==> config.mk <==
export PLATFORM = sky130hd
export DESIGN_NAME = auto_navigator
export DESIGN_NICKNAME = d
export VERILOG_FILES = /design/src/rtl/nav_pkg.sv /design/src/rtl/detector_settle.sv /design/src/rtl/auto_navigator.sv
export SDC_FILE = /design/constraint.sdc
export NUM_CORES = 1
export LEC_CHECK = 0
export ABC_AREA = 1
export BUFFER_PORTS_ARGS = -buffer_cell sky130_fd_sc_hd__buf_2
export CORE_UTILIZATION = 55
export DETAILED_ROUTE_END_ITERATION = 12
export GPL_ROUTABILITY_DRIVEN = 1
export GPL_TIMING_DRIVEN = 0
export PLACE_DENSITY_LB_ADDON = 0.12
export SYNTH_ARGS = -nofsm -noshare
export SYNTH_HDL_FRONTEND = slang
export SYNTH_SLANG_ARGS = --single-unit
==> constraint.sdc <==
create_clock -name clk -period 2.25 [get_ports clk]
set_input_delay 0.3375 -clock clk [delete_from_list [all_inputs] [get_ports clk]]
set_output_delay 0.3375 -clock clk [all_outputs]
set_load 0.1 [all_outputs]
==> src/rtl/nav_pkg.sv <==
// Shared types and default timing constants for the auto_navigator decision stage.
package nav_pkg;

    localparam int unsigned DEF_SETTLE_CYCLES  = 10;
    localparam int unsigned DEF_ACK_TIMEOUT    = 4;
    localparam int unsigned DEF_ADVANCE_CYCLES = 250;

    typedef enum logic [2:0] {
        ST_IDLE     = 3'd0,
        ST_CRUISE   = 3'd1,
        ST_SETTLE   = 3'd2,
        ST_ISSUE    = 3'd3,
        ST_WAIT_ACK = 3'd4,
        ST_TURNING  = 3'd5,
        ST_ADVANCE  = 3'd6,
        ST_STUCK    = 3'd7
    } state_t;

    typedef enum logic [2:0] {
        DEC_NONE,
        DEC_LEFT,
        DEC_RIGHT,
        DEC_BACK,
        DEC_STUCK
    } decision_t;

    // Right-hand wall following on a {front, left, right, back} snapshot, first match wins.
    function automatic decision_t decide(input logic [3:0] v);
        if (!v[1]) return DEC_RIGHT;
        if (!v[3]) return DEC_NONE;
        if (!v[2]) return DEC_LEFT;
        if (!v[0]) return DEC_BACK;
        return DEC_STUCK;
    endfunction

endpackage

==> src/rtl/detector_settle.sv <==
// Detector snapshot register with a stability counter; settled flags a vector
// that has matched the snapshot for SETTLE_CYCLES consecutive samples.
module detector_settle
    import nav_pkg::*;
#(
    parameter int unsigned SETTLE_CYCLES = DEF_SETTLE_CYCLES
) (
    input  logic       clk,
    input  logic       rst,
    input  logic       start,
    input  logic [3:0] vec,
    output logic       settled,
    output logic [3:0] snap
);

    localparam int unsigned CW = $clog2(SETTLE_CYCLES + 1);
    localparam logic [CW-1:0] CNT_LAST = CW'(SETTLE_CYCLES - 1);

    logic [CW-1:0] cnt;

    // Latch on start or on any change; otherwise count matching samples, saturating at the terminal value.
    always_ff @(posedge clk) begin
        if (rst) begin
            snap <= '0;
            cnt  <= '0;
        end else if (start || (vec != snap)) begin
            snap <= vec;
            cnt  <= '0;
        end else if (cnt != CNT_LAST) begin
            cnt <= cnt + CW'(1);
        end
    end

    assign settled = (cnt == CNT_LAST) && (vec == snap);

endmodule

==> src/rtl/auto_navigator.sv <==
// Junction decision FSM: debounces detectors, picks a right-hand-rule manoeuvre,
// pulses one trigger, waits for the executor handshake, then advances.
module auto_navigator
    import nav_pkg::*;
#(
    parameter int unsigned SETTLE_CYCLES  = DEF_SETTLE_CYCLES,
    parameter int unsigned ACK_TIMEOUT    = DEF_ACK_TIMEOUT,
    parameter int unsigned ADVANCE_CYCLES = DEF_ADVANCE_CYCLES
) (
    input  logic       clk,
    input  logic       rst,
    input  logic       enable,
    input  logic       detect_front,
    input  logic       detect_left,
    input  logic       detect_right,
    input  logic       detect_back,
    input  logic       is_turning,
    output logic       trigger_turn_left,
    output logic       trigger_turn_right,
    output logic       trigger_turn_back,
    output logic       move_forward,
    output logic       stuck,
    output logic [7:0] turn_count,
    output logic [2:0] state
);

    localparam int unsigned AW = $clog2(ACK_TIMEOUT + 1);
    localparam int unsigned VW = $clog2(ADVANCE_CYCLES + 1);
    localparam logic [AW-1:0] ACK_LAST = AW'(ACK_TIMEOUT - 1);
    localparam logic [VW-1:0] ADV_LAST = VW'(ADVANCE_CYCLES - 1);

    state_t        state_q, state_d;
    decision_t     dec;
    logic [3:0]    vec, snap;
    logic          settled, settle_start, ack_hit, junction;
    logic [AW-1:0] ack_cnt;
    logic [VW-1:0] adv_cnt;
    logic          trig_l_d, trig_r_d, trig_b_d, move_d, stuck_d;

    assign vec      = {detect_front, detect_left, detect_right, detect_back};
    assign junction = !detect_right || detect_front;
    assign dec      = decide(snap);

    detector_settle #(
        .SETTLE_CYCLES(SETTLE_CYCLES)
    ) u_settle (
        .clk    (clk),
        .rst    (rst),
        .start  (settle_start),
        .vec    (vec),
        .settled(settled),
        .snap   (snap)
    );

    // State register.
    always_ff @(posedge clk) begin
        if (rst) state_q <= ST_IDLE;
        else     state_q <= state_d;
    end

    // Next-state logic; enable low overrides every transition.
    always_comb begin
        state_d      = state_q;
        settle_start = 1'b0;
        ack_hit      = 1'b0;
        if (!enable) begin
            state_d = ST_IDLE;
        end else begin
            case (state_q)
                ST_IDLE:   state_d = ST_CRUISE;
                ST_CRUISE: if (junction && !is_turning) begin
                    state_d      = ST_SETTLE;
                    settle_start = 1'b1;
                end
                ST_SETTLE: if (settled) begin
                    case (dec)
                        DEC_NONE:  state_d = ST_CRUISE;
                        DEC_STUCK: state_d = ST_STUCK;
                        default:   state_d = ST_ISSUE;
                    endcase
                end
                ST_ISSUE:  state_d = ST_WAIT_ACK;
                ST_WAIT_ACK: begin
                    if (is_turning) begin
                        state_d = ST_TURNING;
                        ack_hit = 1'b1;
                    end else if (ack_cnt == ACK_LAST) begin
                        state_d      = ST_SETTLE;
                        settle_start = 1'b1;
                    end
                end
                ST_TURNING: if (!is_turning) state_d = ST_ADVANCE;
                ST_ADVANCE: if (adv_cnt == ADV_LAST) state_d = ST_CRUISE;
                ST_STUCK: if (vec != 4'hF) begin
                    state_d      = ST_SETTLE;
                    settle_start = 1'b1;
                end
                default:   state_d = ST_IDLE;
            endcase
        end
    end

    // Output decode from the next state so every output can be registered alongside it.
    always_comb begin
        trig_l_d = 1'b0;
        trig_r_d = 1'b0;
        trig_b_d = 1'b0;
        if (state_d == ST_ISSUE) begin
            case (dec)
                DEC_LEFT:  trig_l_d = 1'b1;
                DEC_RIGHT: trig_r_d = 1'b1;
                DEC_BACK:  trig_b_d = 1'b1;
                default:   ;
            endcase
        end
        move_d  = (state_d == ST_CRUISE) || (state_d == ST_ADVANCE);
        stuck_d = (state_d == ST_STUCK);
    end

    // Registered outputs and accepted-turn counter.
    always_ff @(posedge clk) begin
        if (rst) begin
            trigger_turn_left  <= 1'b0;
            trigger_turn_right <= 1'b0;
            trigger_turn_back  <= 1'b0;
            move_forward       <= 1'b0;
            stuck              <= 1'b0;
            turn_count         <= '0;
        end else begin
            trigger_turn_left  <= trig_l_d;
            trigger_turn_right <= trig_r_d;
            trigger_turn_back  <= trig_b_d;
            move_forward       <= move_d;
            stuck              <= stuck_d;
            if (ack_hit) turn_count <= turn_count + 8'd1;
        end
    end

    // Handshake timeout and advance counters, held at zero outside their states.
    always_ff @(posedge clk) begin
        if (rst || state_q != ST_WAIT_ACK) ack_cnt <= '0;
        else if (ack_cnt != ACK_LAST)      ack_cnt <= ack_cnt + AW'(1);

        if (rst || state_q != ST_ADVANCE)  adv_cnt <= '0;
        else if (adv_cnt != ADV_LAST)      adv_cnt <= adv_cnt + VW'(1);
    end

    assign state = state_q;

endmodule

# After elaboration in Yosys (flattened, before gate mapping)

Index checks and enable logic that the tools add are counted.

Mux-type cells: 39
Add/subtract/negate cells: 4
Eq/ne operators: 26
Bitwise operators: 1
Reduce and logical (&&, ||, !) cells: 13

Operator list:

| kind                                                   | number |
|---|---|
| two-way mux 3 bit                                      | 16 |
| one-hot mux 3 bit (8 select lines)                     | 1 |
| equality test 3 bit (second input constant)            | 7 |
| two-way mux 1 bit                                      | 20 |
| equality test 3 x 2 -> 1 bit (second input constant)   | 6 |
| adder 8 x 1 -> 8 bit (second input constant)           | 2 |
| equality test 3 x 1 -> 1 bit (second input constant)   | 3 |
| equality test 8 bit (second input constant)            | 1 |
| inequality test 4 bit (second input constant)          | 2 |
| inequality test 8 bit (second input constant)          | 1 |
| zero test 3 bit                                        | 2 |
| inequality test 3 bit (second input constant)          | 2 |
| one-hot mux 3 bit (2 select lines)                     | 1 |
| logical OR 1 bit                                       | 5 |
| adder 4 x 1 -> 4 bit (second input constant)           | 1 |
| equality test 4 bit                                    | 1 |
| equality test 4 bit (second input constant)            | 1 |
| inequality test 4 bit                                  | 1 |
| OR reduction 2 bit                                     | 2 |
| adder 3 x 1 -> 3 bit (second input constant)           | 1 |
| inequality test 3 x 2 -> 1 bit (second input constant) | 1 |
| one-hot mux 1 bit (3 select lines)                     | 1 |
| logical AND 1 bit                                      | 2 |
| zero test 1 bit                                        | 2 |
| NOT 1 bit                                              | 1 |

Output and inout port bits: 16
Input bits: 8
Flip-flop bits (word level): 35
Word-level logic and storage cells: 94

# Depth between registers and ports, before layout

Depth after elaboration: 19
Mapped depth: 13

# By module

Synthesis repeated with hierarchy kept, for this count alone.

Cells, all modules: 267
Area, all modules: 1855.5 um^2

By module, submodules not included:

| module          | instances | cells each | area each (um^2) |
|---|---|---|---|
| auto_navigator  | 1         | 209        | 1452.6 |
| detector_settle | 1         | 58         | 402.9 |

# Worst setup path after synthesis

Ideal clock, no wire load.

Kind: register -> register
From: register state_q[2], in the netlist state[2]
To: register turn_count[7]
Arrival time: 2.029 ns
Setup time: 0.121 ns
Setup slack: 0.100 ns
Cell stages (with the launch flop): 8
Data required time: 2.129 ns
Path buffers: 0
Cell sequence: dfxtp_1 nand3_2 nor2_4 nand4_1 nor2_1 nand3_1 o21ai_0 a21oi_1

Word-level cells in the longest chain between the ends: 3

Ends and longest elaborated chain:

| item                     | RTL line              | RTL |
|---|---|---|
| start: declaration       | auto_navigator.sv:32  | `state_t state_q, state_d;` |
| start signal: assignment | auto_navigator.sv:58  | `else state_q <= state_d;` |
| equality test 3 bit      | auto_navigator.sv:69  | `case (state_q)` |
| two-way mux 1 bit        | auto_navigator.sv:69  |  |
| two-way mux 1 bit        | auto_navigator.sv:66  | `if (!enable) begin` |
| end signal: assignment   | auto_navigator.sv:135 | `if (ack_hit) turn_count <= turn_count + 8'd1;` |
| end: declaration         | auto_navigator.sv:23  | `output logic [7:0] turn_count,` |

No other way between the ends.
A chain may end at the register's enable or synchronous reset.

# Worst setup path after layout

From: register ack_cnt[0]
To: register trigger_turn_right

Word-level cells in the longest chain between the ends: 8

Ends and longest elaborated chain:

| item                               | RTL line              | RTL |
|---|---|---|
| start: declaration                 | auto_navigator.sv:36  | `logic [AW-1:0] ack_cnt;` |
| start signal: assignment           | auto_navigator.sv:142 | `else if (ack_cnt != ACK_LAST) ack_cnt <= ack_cnt + AW'(1);` |
| equality test 3 x 2 -> 1 bit       | auto_navigator.sv:87  | `end else if (ack_cnt == ACK_LAST) begin` |
| two-way mux 3 bit                  | auto_navigator.sv:87  |  |
| two-way mux 3 bit                  | auto_navigator.sv:84  | `if (is_turning) begin` |
| one-hot mux 3 bit (8 select lines) | auto_navigator.sv:69  |  |
| two-way mux 3 bit                  | auto_navigator.sv:66  |  |
| equality test 3 x 2 -> 1 bit       | auto_navigator.sv:108 | `if (state_d == ST_ISSUE) begin` |
| NOT 1 bit (no line)                | -                     |  |
| OR reduction 2 bit (no line)       | -                     |  |
| end signal: assignment             | auto_navigator.sv:131 | `trigger_turn_right <= trig_r_d;` |
| end: declaration                   | auto_navigator.sv:19  | `output logic trigger_turn_right,` |

No other way between the ends.

==> results.py <==
metrics = {
    "outcome": {
        "status": "complete, no violations",
    },
    "critical_path": {
        "cp_max_fo": 7,
        "cpMostUsedCell": "nor2_1",
        "cp-end-kind": "register",
        "crit_type": "register to register",
        "r2r_cells": 11,
        "required_ns": 2.51,
        "r2r-end": "trigger_turn_right",
        "cp-start-kind": "register",
        "slowest_delay_ns": 0.37,
        "rr_startpoint": "ack_cnt[0]",
        "crit_chain": "ha_1, ha_1, buf_2, nor2_1, nor3_1, nor2_1, nand2_1, nor2_1, nand2_1, nand3_2, nor3_1",
        "slowest_stage": "dfxtp_1",
        "crit_start": "ack_cnt[0]",
        "rrSetupSlack_ns": 0.52,
        "cp.arrival_ns": 1.99,
    },
    "synth": {
        "syn_area_mm2": 0.00180,
        "synthesis.instances": 257,
        "yosysSeqAreaShare_pct": 38.8,
        "avgSynthCellArea_um2": 7.02,
        "synth_nets": 272,
        "ys_seq_elements": 35,
        "synth_cell_types": 29,
        "yosys_warnings": 0,
    },
    "cells_and_area": {
        "mostFrequentLayoutCells": "nand2_1 (57), inv_1 (37), dfxtp_1 (35)",
        "fin_nets": 300,
        "fin_util_pct": 65.2,
        "nFillCells": 314,
        "syn_to_final_growth_pct": 11.2,
        "stdcell_count": 328,
        "final_common_cell": "nand2_1",
        "drive_gt1_share_pct": 15.5,
        "antennaDiodeCount": 0,
    },
    "route": {
        "routed-via-count": 1576,
        "wl_per_cell_um": 9.66,
        "first_pass_iters": 4,
        "drt_iter0_drc": 38,
        "ant_nets": 0,
        "wl_um": 3170,
        "drc": 0,
        "routed_via_density": 4.80,
    },
    "floorplan": {
        "num_io_pins": 24,
        "fp.dieH_um": 59.3,
        "dieArea_mm2": 0.00351,
        "rows": 20,
        "start_util_pct": 58.6,
        "die_w_um": 59.3,
        "core-area_mm2": 0.00308,
    },
    "timing": {
        "setup_tns_ns": 0,
        "fin_crit_sh_pct": 77.0,
        "min_period_ns": 1.73,
        "fmax_mhz": 577,
        "setup_viol": 0,
        "worst_pin_slew_ns": 0.487,
        "slew_violations": 0,
        "finalWorstSetupSlack_ns": 0.518,
        "rsz0062_at_grt": "false",
        "fin_skew_ns": 0.0121,
        "finalHoldViolCount": 0,
        "relSlewSlack_pct": 67.7,
    },
    "clock_network": {
        "cts_buffers": 5,
        "cts_setup_buffers": 0,
        "insertion_delay_ns": 0.34,
        "cts.clk_slew.worst_paths_ns": 0.10,
        "root_buffer": "clkbuf_4",
        "hold_buffers": 0,
        "htreeDepth": 2,
        "clk_path_buf_depth": 2,
        "cts.sinks": 35,
        "cts_tree": "built",
        "cts_resized": 0,
    },
    "hold_path": {
        "worstHoldPathCells": 3,
        "worstHoldEndpoint": "state[1]",
        "hp-class": "input port to register",
        "worstHoldStart": "enable",
    },
    "power": {
        "irDropWorstVdd_mv": 0.287,
        "powerDensity_mw_per_mm2": 515,
        "p_leak_nw": 0.916,
    },
    "placement": {
        "port_buffers": 21,
        "dp_hpwl_um": 2500,
        "pre_cts_slack_ns": 0.544,
        "place_congestion": 0.827,
        "placed_cells": 322,
    },
    "job": {
        "maxCapViolCount": 0,
    },
    "global_route": {
        "track_usage_pct": 21.3,
        "grt_start_max_net_pins": 11,
        "grt_first_pass_wirelength_um": 5550,
        "first_global_vias": 1386,
        "grt-ovfl-total": 0,
        "antenna_found_initial": 0,
    },
}
-- Yosys cell counts, drive strengths merged --
master	n	share of area, %
or2	3	1.0
xnor2	3	1.5
nor2	36	8.2
nand2	58	12
nor3	13	4.4
nor4	1	0.35
o21a	1	0.42
xor2	2	0.97
a21oi	19	5.3
o21ai	11	3.1
mux2i	1	0.55
nand4	4	1.4
ha	7	4.9
nand3	16	5.0
buf	4	2.4
clkbuf	1	0.21
a211oi	1	0.42
dfxtp	35	39
inv	39	8.1
nand3b	2	0.83
-- per-stage QoR --
step / hold slack [ns] / power (mW) / instance area, um^2
floorplan: 0.452 / 0.726 / 1800
global placement: 0.452 / 0.747 / 1960
detailed placement: 0.458 / 0.748 / 1960
CTS: 0.242 / 1.04 / 2010
global route: 0.245 / 1.08 / 2010
finish: 0.245 / 1.03 / 2010
-- layout make-up --
| cell class | count | area, um^2 | share of cell area [%] |
|---|---|---|---|
| timing repair buffer | 21 | 105 | 5.24 |
| tap | 44 | 55.1 | 2.74 |
| clock buffer | 6 | 41.3 | 2.06 |
| sequential | 35 | 701 | 34.9 |
| buffer | 5 | 47.5 | 2.37 |
| inverter | 39 | 146 | 7.30 |
| multi-input combinational | 178 | 910 | 45.4 |
-- report_power, final --
group          internal, mW  total, mW  switching, mW
clock                 0.111      0.301          0.190
combinational        0.0322      0.101         0.0688
sequential            0.626      0.632        0.00579
-- registers in the layout, indices dropped and copies added (netlist names) --
name                count
ack_cnt                 3
adv_cnt                 8
move_forward            1
state                   3
stuck                   1
trigger_turn_back       1
trigger_turn_left       1
trigger_turn_right      1
turn_count              8
u_settle.cnt            4
u_settle.snap           4
-- worst max-delay path by stage --
stage	to	slack, ns	depth (start not counted)
6_report	trigger_turn_right	0.52	11
2_1_floorplan	turn_count[7]	0.1	7
3_5_place_dp	trigger_turn_right	0.54	11
4_1_cts	trigger_turn_right	0.50	11
3_3_place_gp	trigger_turn_right	0.54	11
5_1_grt	move_forward	0.29	12
-- metal layers --
layer  wire (um)  vias to the layer above  track usage, %
met2        1400                       26            35.2
met5           0                        -               0
met3         117                        8            5.24
met4          72                        0            11.9
li1            -                      875               -
met1        1580                      667            25.1
-- logic make-up after synthesis --
group / after synthesis / share of synthesized area (%)
multiplexers: 1 / 0.555
adder cells (fa/ha/maj): 7 / 4.85
AO/OA/AOI/OAI: 32 / 9.15
flip-flops: 35 / 38.8
AND/OR/NAND/NOR: 133 / 33.4
buffers and inverters: 44 / 10.7
XOR/XNOR: 5 / 2.43
-- worst max-delay path: cells and delay by family (launching register included) --
family | cells | cell delay, ns
fa+ha+maj | 2 | 0.28
buf+inv | 1 | 0.17
flops | 1 | 0.37
simple gates | 8 | 0.83
Power figures use the tool's default switching activity.
